File: src/rtl/rst_ctrl_pkg.sv
// Shared types and sizing helpers for the core reset / push-button conditioner.
package rst_ctrl_pkg;

  typedef enum logic [2:0] {
    S_HOLD        = 3'd0,
    S_IDLE        = 3'd1,
    S_PRESS_CHK   = 3'd2,
    S_PRESSED     = 3'd3,
    S_RELEASE_CHK = 3'd4
  } state_t;

  // One counter serves both the debounce window and the reset stretch.
  function automatic int cnt_width(input int debounce_cycles, input int hold_cycles);
    int max_cycles;
    max_cycles = (debounce_cycles > hold_cycles) ? debounce_cycles : hold_cycles;
    return $clog2(max_cycles + 1);
  endfunction

endpackage

File: src/rtl/rst_ctrl_rst_sync.sv
// Two-flop reset synchroniser: asserts asynchronously, releases on the second clock edge.
module rst_sync (
  input  logic clk,
  input  logic rst_n_in,
  output logic rst_n_out
);

  logic [1:0] sync_q;

  always_ff @(posedge clk or negedge rst_n_in) begin
    if (!rst_n_in) begin
      sync_q <= 2'b00;
    end else begin
      sync_q <= {sync_q[0], 1'b1};
    end
  end

  assign rst_n_out = sync_q[1];

endmodule

File: src/rtl/rst_ctrl.sv
// Turns the raw centre button and the power-on/lock reset into a clean, stretched core reset
// plus a debounced button level and a single-cycle press pulse.
module rst_ctrl
  import rst_ctrl_pkg::*;
#(
  parameter int SYNC_STAGES     = 2,
  parameter int DEBOUNCE_CYCLES = 750000,
  parameter int RST_HOLD_CYCLES = 16
) (
  input  logic clk,
  input  logic rst_n,
  input  logic btn_raw,
  output logic rst,
  output logic btn_level,
  output logic btn_press
);

  localparam int CNT_W = cnt_width(DEBOUNCE_CYCLES, RST_HOLD_CYCLES);
  localparam logic [CNT_W-1:0] HOLD_LAST = CNT_W'(RST_HOLD_CYCLES - 1);
  localparam logic [CNT_W-1:0] DEB_LAST  = CNT_W'(DEBOUNCE_CYCLES - 1);

  logic                   rst_n_s;
  logic [SYNC_STAGES-1:0] btn_sync_q;
  logic [SYNC_STAGES-1:0] btn_sync_d;
  logic                   btn_s;
  state_t                 state_q;
  logic [CNT_W-1:0]       cnt_q;
  logic [CNT_W-1:0]       cnt_inc;
  logic                   rst_q;
  logic                   btn_level_q;
  logic                   btn_press_q;

  rst_sync u_rst_sync (
    .clk       (clk),
    .rst_n_in  (rst_n),
    .rst_n_out (rst_n_s)
  );

  // Bit 0 samples the pad; the top bit is the metastability-safe level.
  always_comb begin
    btn_sync_d = {btn_sync_q[SYNC_STAGES-2:0], btn_raw};
  end

  always_ff @(posedge clk or negedge rst_n_s) begin
    if (!rst_n_s) begin
      btn_sync_q <= '0;
    end else begin
      btn_sync_q <= btn_sync_d;
    end
  end

  assign btn_s = btn_sync_q[SYNC_STAGES-1];

  // Saturating increment so a long dwell can never wrap into a false match.
  assign cnt_inc = (cnt_q == '1) ? cnt_q : cnt_q + CNT_W'(1);

  always_ff @(posedge clk or negedge rst_n_s) begin
    if (!rst_n_s) begin
      state_q     <= S_HOLD;
      cnt_q       <= '0;
      rst_q       <= 1'b1;
      btn_level_q <= 1'b0;
      btn_press_q <= 1'b0;
    end else begin
      btn_press_q <= 1'b0;
      case (state_q)
        S_HOLD: begin
          rst_q       <= 1'b1;
          btn_level_q <= 1'b0;
          if (cnt_q == HOLD_LAST) begin
            state_q <= S_IDLE;
            cnt_q   <= '0;
            rst_q   <= 1'b0;
          end else begin
            cnt_q <= cnt_inc;
          end
        end
        S_IDLE: begin
          rst_q <= 1'b0;
          if (btn_s) begin
            state_q <= S_PRESS_CHK;
            cnt_q   <= '0;
          end
        end
        S_PRESS_CHK: begin
          if (!btn_s) begin
            state_q <= S_IDLE;
            cnt_q   <= '0;
          end else if (cnt_q == DEB_LAST) begin
            state_q     <= S_PRESSED;
            cnt_q       <= '0;
            rst_q       <= 1'b1;
            btn_level_q <= 1'b1;
            btn_press_q <= 1'b1;
          end else begin
            cnt_q <= cnt_inc;
          end
        end
        S_PRESSED: begin
          rst_q       <= 1'b1;
          btn_level_q <= 1'b1;
          if (!btn_s) begin
            state_q <= S_RELEASE_CHK;
            cnt_q   <= '0;
          end
        end
        S_RELEASE_CHK: begin
          if (btn_s) begin
            state_q <= S_PRESSED;
            cnt_q   <= '0;
          end else if (cnt_q == DEB_LAST) begin
            state_q     <= S_HOLD;
            cnt_q       <= '0;
            btn_level_q <= 1'b0;
          end else begin
            cnt_q <= cnt_inc;
          end
        end
        default: begin
          state_q <= S_HOLD;
          cnt_q   <= '0;
          rst_q   <= 1'b1;
        end
      endcase
    end
  end

  assign rst       = rst_q;
  assign btn_level = btn_level_q;
  assign btn_press = btn_press_q;

endmodule

File: config.mk
export PLATFORM = sky130hd
export DESIGN_NAME = rst_ctrl
export DESIGN_NICKNAME = d
export VERILOG_FILES = /design/src/rtl/rst_ctrl_pkg.sv /design/src/rtl/rst_ctrl_rst_sync.sv /design/src/rtl/rst_ctrl.sv
export SDC_FILE = /design/constraint.sdc
export NUM_CORES = 1
export LEC_CHECK = 0
export ABC_AREA = 1
export CAP_MARGIN = 20
export CORE_ASPECT_RATIO = 0.9
export CORE_MARGIN = 3
export CORE_UTILIZATION = 51
export DETAILED_ROUTE_END_ITERATION = 8
export PLACE_DENSITY = 0.79
export SETUP_SLACK_MARGIN = 0.4
export SYNTH_ARGS = -nofsm -noshare
export SYNTH_HDL_FRONTEND = slang
export SYNTH_SLANG_ARGS = --single-unit
File: constraint.sdc
create_clock -name clk -period 1.1 [get_ports clk]
set_clock_uncertainty 0.2 [all_clocks]
set_input_delay 0.22 -clock clk [delete_from_list [all_inputs] [get_ports clk]]
set_output_delay 0.22 -clock clk [all_outputs]
set_load 0.01 [all_outputs]
[After elaboration in Yosys (flattened, before gate mapping)]
Index checks and enable logic that the tools add are counted.
Operators by class
  bitwise gates (word level): 1
  mux-type cells: 26
  reductions and logical operators: 6
  $add $sub $neg: 1
  equal/unequal tests: 16
Operator list (number)
  $mux 20: 7
  $pmux 20 s5: 1
  $eq 20x20->1 const B: 2
  $mux 3: 7
  $add 20x1->20 const B: 1
  $eq 20x4->1 const B: 1
  $pmux 3 s5: 1
  $ne 2x2->1 const B: 7
  $reduce_and 5->1: 2
  $mux 1: 8
  $pmux 1 s4: 2
  $eq 3x2->1 const B: 2
  $ne 3x3->1 const B: 2
  $reduce_bool 4->1: 1
  $eq 3x1->1 const B: 1
  $eq 3x3->1 const B: 1
  $logic_not 3->1: 1
  $reduce_and 3->1: 1
  $reduce_and 2->1: 1
  $not 1->1: 1
Word-level totals
  flip-flop bits (word level): 30
  output and inout bits: 3

[Logic depth before layout (Yosys ltp)]
Gate-level depths: netlist (run 1).
  word-level depth: 5
  depth in mapped cells: 10
  depth with buffers taken out: 10

[By module]
A second synthesis (run 1) with hierarchy kept.
Unflattened totals
  cell total of the unflattened synthesis: 307
  area total of the unflattened synthesis: 2044.5 µm²
Modules (own cells, without submodules)
  rst_ctrl: seq. area each 701.9 µm², area each 1990.7 µm², cells an instance 304, times used 1
  rst_sync: seq. area each 50.0 µm², area each 53.8 µm², cells an instance 3, times used 1

[Worst setup path before layout (run 1)]
OpenSTA, ideal clock, no wires.
  kind: register to register
  from: reg cnt_q[0]
  to: reg cnt_q[8]
  stages on the path, launching flop included: 10
  library setup time: 0.117 ns
  data arrival time: 1.512 ns
  path buffers: 1
  period minus slack after synthesis: 1.830 ns
  setup slack: -0.730 ns
  path through: dfrtp_1 > ha_1 > nand3_2 > nor2_1 > nand3_1 > nand3_1 > nand3_1 > buf_2 > nand3_1 > nand2_1
Between the ends
  word-level cells in the longest chain between the ends: 5
  elaborated cells on any way between the ends: 10
  those cells by class: add/sub: 1; eq/ne: 3; mux: 6
Ends and longest elaborated chain
  start, declared: line rst_ctrl.sv:27  | logic [CNT_W-1:0] cnt_q;
  start signal, assigned: line rst_ctrl.sv:75  | cnt_q <= cnt_inc;
  start signal, assigned: line rst_ctrl.sv:96  | cnt_q <= cnt_inc;
  start signal, assigned: line rst_ctrl.sv:116  | cnt_q <= cnt_inc;
  $add 20x1->20 or $eq 20x20->1 (tied branches): line rst_ctrl.sv:55  | assign cnt_inc = (cnt_q == '1) ? cnt_q : cnt_q + CNT_W'(1);
  $mux 20: line rst_ctrl.sv:55
  $mux 20: line rst_ctrl.sv:89, rst_ctrl.sv:111
  $mux 20, on equally long branches: line rst_ctrl.sv:108, rst_ctrl.sv:86
  $pmux 20 s5 (*): line rst_ctrl.sv:66  | case (state_q)
Every way passes the cells marked *; elsewhere a longest branch is shown, timed or not.
A chain may end at the register's enable or synchronous reset.

[Worst setup path in the final report (run 1)]
  from: reg cnt_q[16]
  to: reg state_q[1]
Between the ends
  word-level cells in the longest chain between the ends: 3
  elaborated cells on any way between the ends: 6
  those cells by class: eq/ne: 5; reduce/logical: 1
Ends and longest elaborated chain
  $eq 20x20->1 or $eq 20x4->1 (tied branches): line rst_ctrl.sv:89, rst_ctrl.sv:111, rst_ctrl.sv:70
  $ne 3x3->1 (no source line) or $ne 2x2->1 (tied branches)
  $reduce_and 5->1 (no source line) (*)
  end signal, assigned: line rst_ctrl.sv:87  | state_q <= S_IDLE;
  end signal, assigned: line rst_ctrl.sv:90  | state_q <= S_PRESSED;
  end signal, assigned: line rst_ctrl.sv:112  | state_q <= S_HOLD;
  end, declared: line rst_ctrl.sv:26  | state_t state_q;
Marks and branches as above.

==> reports/qor.csv, run 1 <==
metric,value,unit
status,finished with violations,
violations,"negative hold slack, negative setup slack",
fp.dieArea,4630,µm²
required,1070,ps
rsz0062_at_grt,yes,
cts_sinks,30,
grt_max_degree,15,
p_per_area,1430,nW/µm²
fin_setup_tns,-20850,ps
vias,2679,
port_buffers,5,
fin_cells,442,
wl_per_cell,18.8,µm
ant_nets,0,
fmax,502,MHz
vdd_drop_max,0.000960,V
clock_path_buffers,2,
synth_top_family_by_area,simple AND/OR/NAND/NOR gates,
ys_seq_elements,30,
slew_violations,0,
layout_commonest_cell,nand2_1,
cts_max_level,2,
dpl.hpwl,4.00,mm
total_power,4.38,mW
yosysWarnings,0,
ios,6,
drv_cap,0,
drive_gt1_share,44.0,%
drc_errors,0,
antenna_found_initial,0,
placedCellCount,412,
num_rows,20,
final-hold-violation-count,2,
grt_usage,30.6,%
final_cell_mix,"nand2_1 (85), buf_4 (82), inv_1 (30), nand3_1 (30), nor2_1 (27)",
ys.flop_type,dfrtp_1,
num-fill-cells,169,
nets,401,
synth.avg_cell_area,6.54,µm²
synth_area,1960,µm²
hp-class,in -> async,
grt_pass1_vias,2397,
core-area,3530,µm²
clk_pin_slew,60,ps
initial_utilization,55.6,%
cp_max_fo,4,
root_buffer,clkbuf_8,
wirelength,8.31,mm
die_y,64.8,µm
overflow,0,
area_growth,55.8,%
p_leak,1.57,nW
cts_made_buffers,5,
synthCells,300,
drt-initial-drc-count,450,
synth_mux_area_share,0,%
timing.hold.ws,-116,ps
routed_via_density,6.06,
yosysTopAreaCell,dfrtp_1,
synth_top_area_share,37.0,%
async_flop_share,100,%
dr.pass1.iters,6,
clock_latency,290,ps
synth_enable_flop_cells,0,
seq_area_frac_synth,38.3,%
grt_first_pass_wirelength,11.0,mm
place_ws,-812,ps
worstSetupStartpointType,register,
utilization,86.6,%
setup_ws,-891,ps
synth_fp_nets,304,
synthTopCellsByArea,"dfrtp_1 (37%), nand2_1 (19%), nand3_1 (11%), nor2_1 (8.2%), inv_1 (6.9%)",
synth_compound_area_share,3.70,%
fin_crit,1990,ps
cp-end-kind,register,
synth_xor_area_share,0.446,%
setup-violations-final,29,
place.gp.congestion,0.929,
ys_types,30,
dieWidth,71.4,µm
cp.arrival,1960,ps
finalCritPeriodShare,181,%
criticalPathCategory,reg -> reg,
cts_tree,yes,
yosys.area_share.adder,0.638,%
synth-simple-area-share,48.0,%
diodes,0,
power breakdown:
| part | switching, mW | internal, mW |
|---|---|---|
| clock network | 0.441 | 0.449 |
| registers | 0.166 | 1.27 |
| logic | 1.19 | 0.866 |
cell usage after synthesis (2+ instances only):
library cell,number
nand2_1,97
nor2_1,43
nand3_1,42
inv_1,36
dfrtp_1,29
nand4_1,6
nor3_1,6
or2_2,5
o21ai_0,4
o21ai_1,4
inv_2,3
nor2_2,3
a21oi_1,2
buf_2,2
nand3b_1,2
nor2_4,2
critical path: stages (launching register included):
cell     delay (ps)
dfrtp_1         400
nand2_2         100
inv_1           100
nand2_1         100
nor2_2          150
nand3_2         140
nand2_2         140
nand4_1         290
nand2_1         160
nand2_1          80
flip-flops by register name, indices dropped and copies added (netlist names):
name,cells
btn_press,1
u_rst_sync.sync_q,2
cnt_q,20
state_q,3
btn_sync_q,2
btn_level,1
rst,1
stage by stage:
stage,hold WS [ps],instance area [µm²]
finish,-116,3060
detailed placement,63.6,2590
global route,-108,3060
floorplan,-276,2010
CTS,-110,2870
global placement,64.9,2590
per-layer routing:
| layer | vias to the layer above | wire (µm) | track usage (%) |
|---|---|---|---|
| met4 | 0 | 569 | 15.0 |
| met5 | - | 0 | 0 |
| li1 | 1142 | - | - |
| met3 | 75 | 845 | 4.81 |
| met2 | 212 | 3720 | 50.0 |
| met1 | 1250 | 3180 | 39.1 |
cell type report:
cell class | count | area, µm² | area share [%]
Clock buffer | 8 | 80.1 | 2.62
Inverter | 39 | 149 | 4.87
Multi-Input combinational cell | 228 | 1270 | 41.5
Sequential cell | 30 | 763 | 25.0
Tap cell | 44 | 55.1 | 1.80
Timing Repair Buffer | 93 | 742 | 24.3
what timing repair did:
action	CTS	global route
endpoints found under the hold margin	2	2
endpoints found under the setup margin	57	29
buffers inserted	9	12
cloned	1	0
resized for setup	40	34
pin swaps	11	11
final timing paths:
path	startpoint	endpoint	slack [ps]	cells after the start
setup / recovery	cnt_q[16]$_DFFE_PN0P_	state_q[1]$_DFFE_PN0P_	-890	9
hold / removal	rst_n	u_rst_sync.sync_q[1]$_DFF_PN0_	-120	1
setup reg to reg	cnt_q[16]$_DFFE_PN0P_	state_q[1]$_DFFE_PN0P_	-890	9
hold reg to reg	u_rst_sync.sync_q[1]$_DFF_PN0_	cnt_q[12]$_DFFE_PN0P_	60	1
max in group asynchronous	u_rst_sync.sync_q[1]$_DFF_PN0_	cnt_q[10]$_DFFE_PN0P_	460	1
min in group clk	btn_sync_q[0]$_DFF_PN0_	btn_sync_q[1]$_DFF_PN0_	150	0
cell families after synthesis:
family / Yosys count
buffers and inverters: 43
AND/OR/NAND/NOR: 211
XOR/XNOR: 1
AO/OA/AOI/OAI: 13
other: 1
adder cells (fa/ha/maj): 1
flip-flops: 30
(Power assumes the default switching activity.)
==> run 2, diff against run 1 <==
SKIP_LAST_GASP = 1   (was default)
==> run 2 against run 1 <==
Against the previous run:
- the run still ends with negative hold slack, negative setup slack left
- power fell by 3.6%
- combinational power is 6% lower
- global-route usage is 0.58 points lower
- non-clock buffer count shrank 5
- register-to-register slack improved by 90 ps
- clock-buffer cell count did not move
- setup slack better by 86 ps
- via count is 11% lower
- critical path type unchanged
- largest power group unchanged
==> reports/qor.csv, run 2 (synthesized netlist as in run 1, its figures left out) <==
metric,value,unit,change
antenna_found_initial,0,,unchanged
max_stage_delay,390,ps,about the same
ant_nets,0,,unchanged
worstSetupStartpointType,register,,
final_cell_area,2970,µm²,-2.9%
cp.arrival,1920,ps,-40 ps
slew_violations,0,,unchanged
drive_gt1_share,39.9,%,-4.0 points
status,finished with violations,,
path_cells,"ha_4, nand3_4, nor2_4, nand2_2, nor2_4, nand3_4, buf_12, nand3_1, nand3_1, nand2_1",,
final_cell_mix,"nand2_1 (90), buf_4 (79), nand3_1 (33), inv_1 (31), nor2_1 (28)",,
place.gp.congestion,0.929,,unchanged
nets,396,,-1.2%
ios,6,,unchanged
grt_max_degree,15,,unchanged
drc_errors,0,,unchanged
biggestRegsByFlops,"cnt_q (20), state_q (3)",,
drt-initial-drc-count,238,,-47%
violations,"negative hold slack, negative setup slack",,
top_register,cnt_q,,
dieWidth,71.4,µm,unchanged
required,1120,ps,+50 ps
crit_slowest_cell,dfrtp_1,,
p_leak,1.52,nW,-3.1%
critPathLaunch,cnt_q[1]$_DFFE_PN0P_,,
cp-end-kind,register,,
fmax,525,MHz,+4.5%
timing.hold.ws,-112,ps,+3.85 ps
area_growth,51.3,%,
cts_max_level,2,,unchanged
criticalPathCategory,reg -> reg,,
setup_ws,-805,ps,+85.6 ps
vias,2388,,-11%
finalCritPeriodShare,173,%,-7.8 points
clock_path_buffers,2,,unchanged
placedCellCount,412,,unchanged
drv_cap,0,,unchanged
num-fill-cells,182,,+7.7%
total_power,4.23,mW,-3.6%
fp.dieArea,4630,µm²,unchanged
ff_latch_area,761,µm²,-0.33%
largest_reg_flops,20,,unchanged
dpl-instance-area,2590,µm²,unchanged
grt_pass1_vias,2385,,-0.50%
fin_cells,437,,-1.1%
multi_input_area,1230,µm²,-3.1%
root_buffer,clkbuf_8,,
rsz0062_at_grt,yes,,
clk_pin_slew,60,ps,about the same
vdd_drop_max,0.000970,V,+1.1%
dr.pass1.iters,5,,-1
routed_via_density,5.46,,-9.8%
wl_per_cell,15.3,µm,-19%
die_y,64.8,µm,unchanged
overflow,0,,unchanged
grt_first_pass_wirelength,10.8,mm,-2.2%
diodes,0,,unchanged
num_rows,20,,unchanged
port_buffers,5,,unchanged
hp-class,in -> async,,
dpl.hpwl,4.00,mm,unchanged
place_ws,-812,ps,unchanged
cts_sinks,30,,unchanged
final-hold-violation-count,2,,unchanged
grt_usage,30.0,%,-0.58 points
r2r_start,cnt_q[1]$_DFFE_PN0P_,,
layout_commonest_cell,nand2_1,,
initial_utilization,55.6,%,unchanged
cp_max_fo,7,,+3
cts_tree,yes,,
clock_latency,290,ps,about the same
fin_crit,1910,ps,-85.6 ps
core-area,3530,µm²,unchanged
setup-violations-final,29,,unchanged
p_per_area,1420,nW/µm²,-0.69%
cts_made_buffers,5,,unchanged
wirelength,6.67,mm,-20%
run 2: changes by cell type in the layout (fill, tap and decap cells not counted), sizes merged:
cell / previous run / this run
buf: 91 / 86
run 2: final cells by class:
cell class | instances | area share, %
Clock buffer | 8 | 2.70
Timing Repair Buffer | 88 | 23.5
Sequential cell | 30 | 25.6
Inverter | 39 | 4.93
Multi-Input combinational cell | 228 | 41.4
Tap cell | 44 | 1.85
run 2: worst paths after layout:
path | cells past startpoint | to | slack (ps)
min reg2reg | 1 | cnt_q[12]$_DFFE_PN0P_ | 70
min in group clk | 0 | btn_sync_q[1]$_DFF_PN0_ | 150
max reg2reg | 10 | cnt_q[4]$_DFFE_PN0P_ | -810
max in group asynchronous | 1 | rst$_DFFE_PN1P_ | 460
max | 10 | cnt_q[4]$_DFFE_PN0P_ | -810
min | 1 | u_rst_sync.sync_q[0]$_DFF_PN0_ | -110
run 2: what timing repair did:
action / 4_1_cts / 5_1_grt
buffers inserted: 9 / 7
endpoints found under the hold margin: 2 / 2
gates resized for setup: 39 / 18
cloned: 1 / 0
setup endpoints to repair: 57 / 29
pin swaps: 11 / 6
run 2: where the power goes:
group	switching (mW)	internal, mW	leakage (nW)
Combinational	1.09	0.838	1.09
Clock	0.428	0.449	0.0395
Sequential	0.154	1.27	0.392
Total	1.67	2.56	1.52
run 2: worst max-delay path: cells and delay by family (launching register included):
family	cells	cell delay, ps
adder cells (fa/ha/maj)	1	170
flip-flops	1	390
buffers and inverters	1	190
AND/OR/NAND/NOR	8	870
run 2: per-layer routing:
layer / share of wire, % / GRT usage (%)
met2: 48 / 50.5
met3: 7.6 / 6.36
met4: 2.8 / 14.3
met1: 42 / 36.3
met5: 0 / 0
run 2: per-stage QoR:
step | setup TNS (ps) | hold slack, ps | util, %
5_1_grt | -20490 | -107 | 84.1
2_1_floorplan | -13740 | -276 | -
4_1_cts | -16890 | -110 | 81.2
6_report | -17940 | -112 | 84.1
3_5_place_dp | -17910 | 63.6 | 73.4
3_3_place_gp | -16750 | 64.9 | 73.4
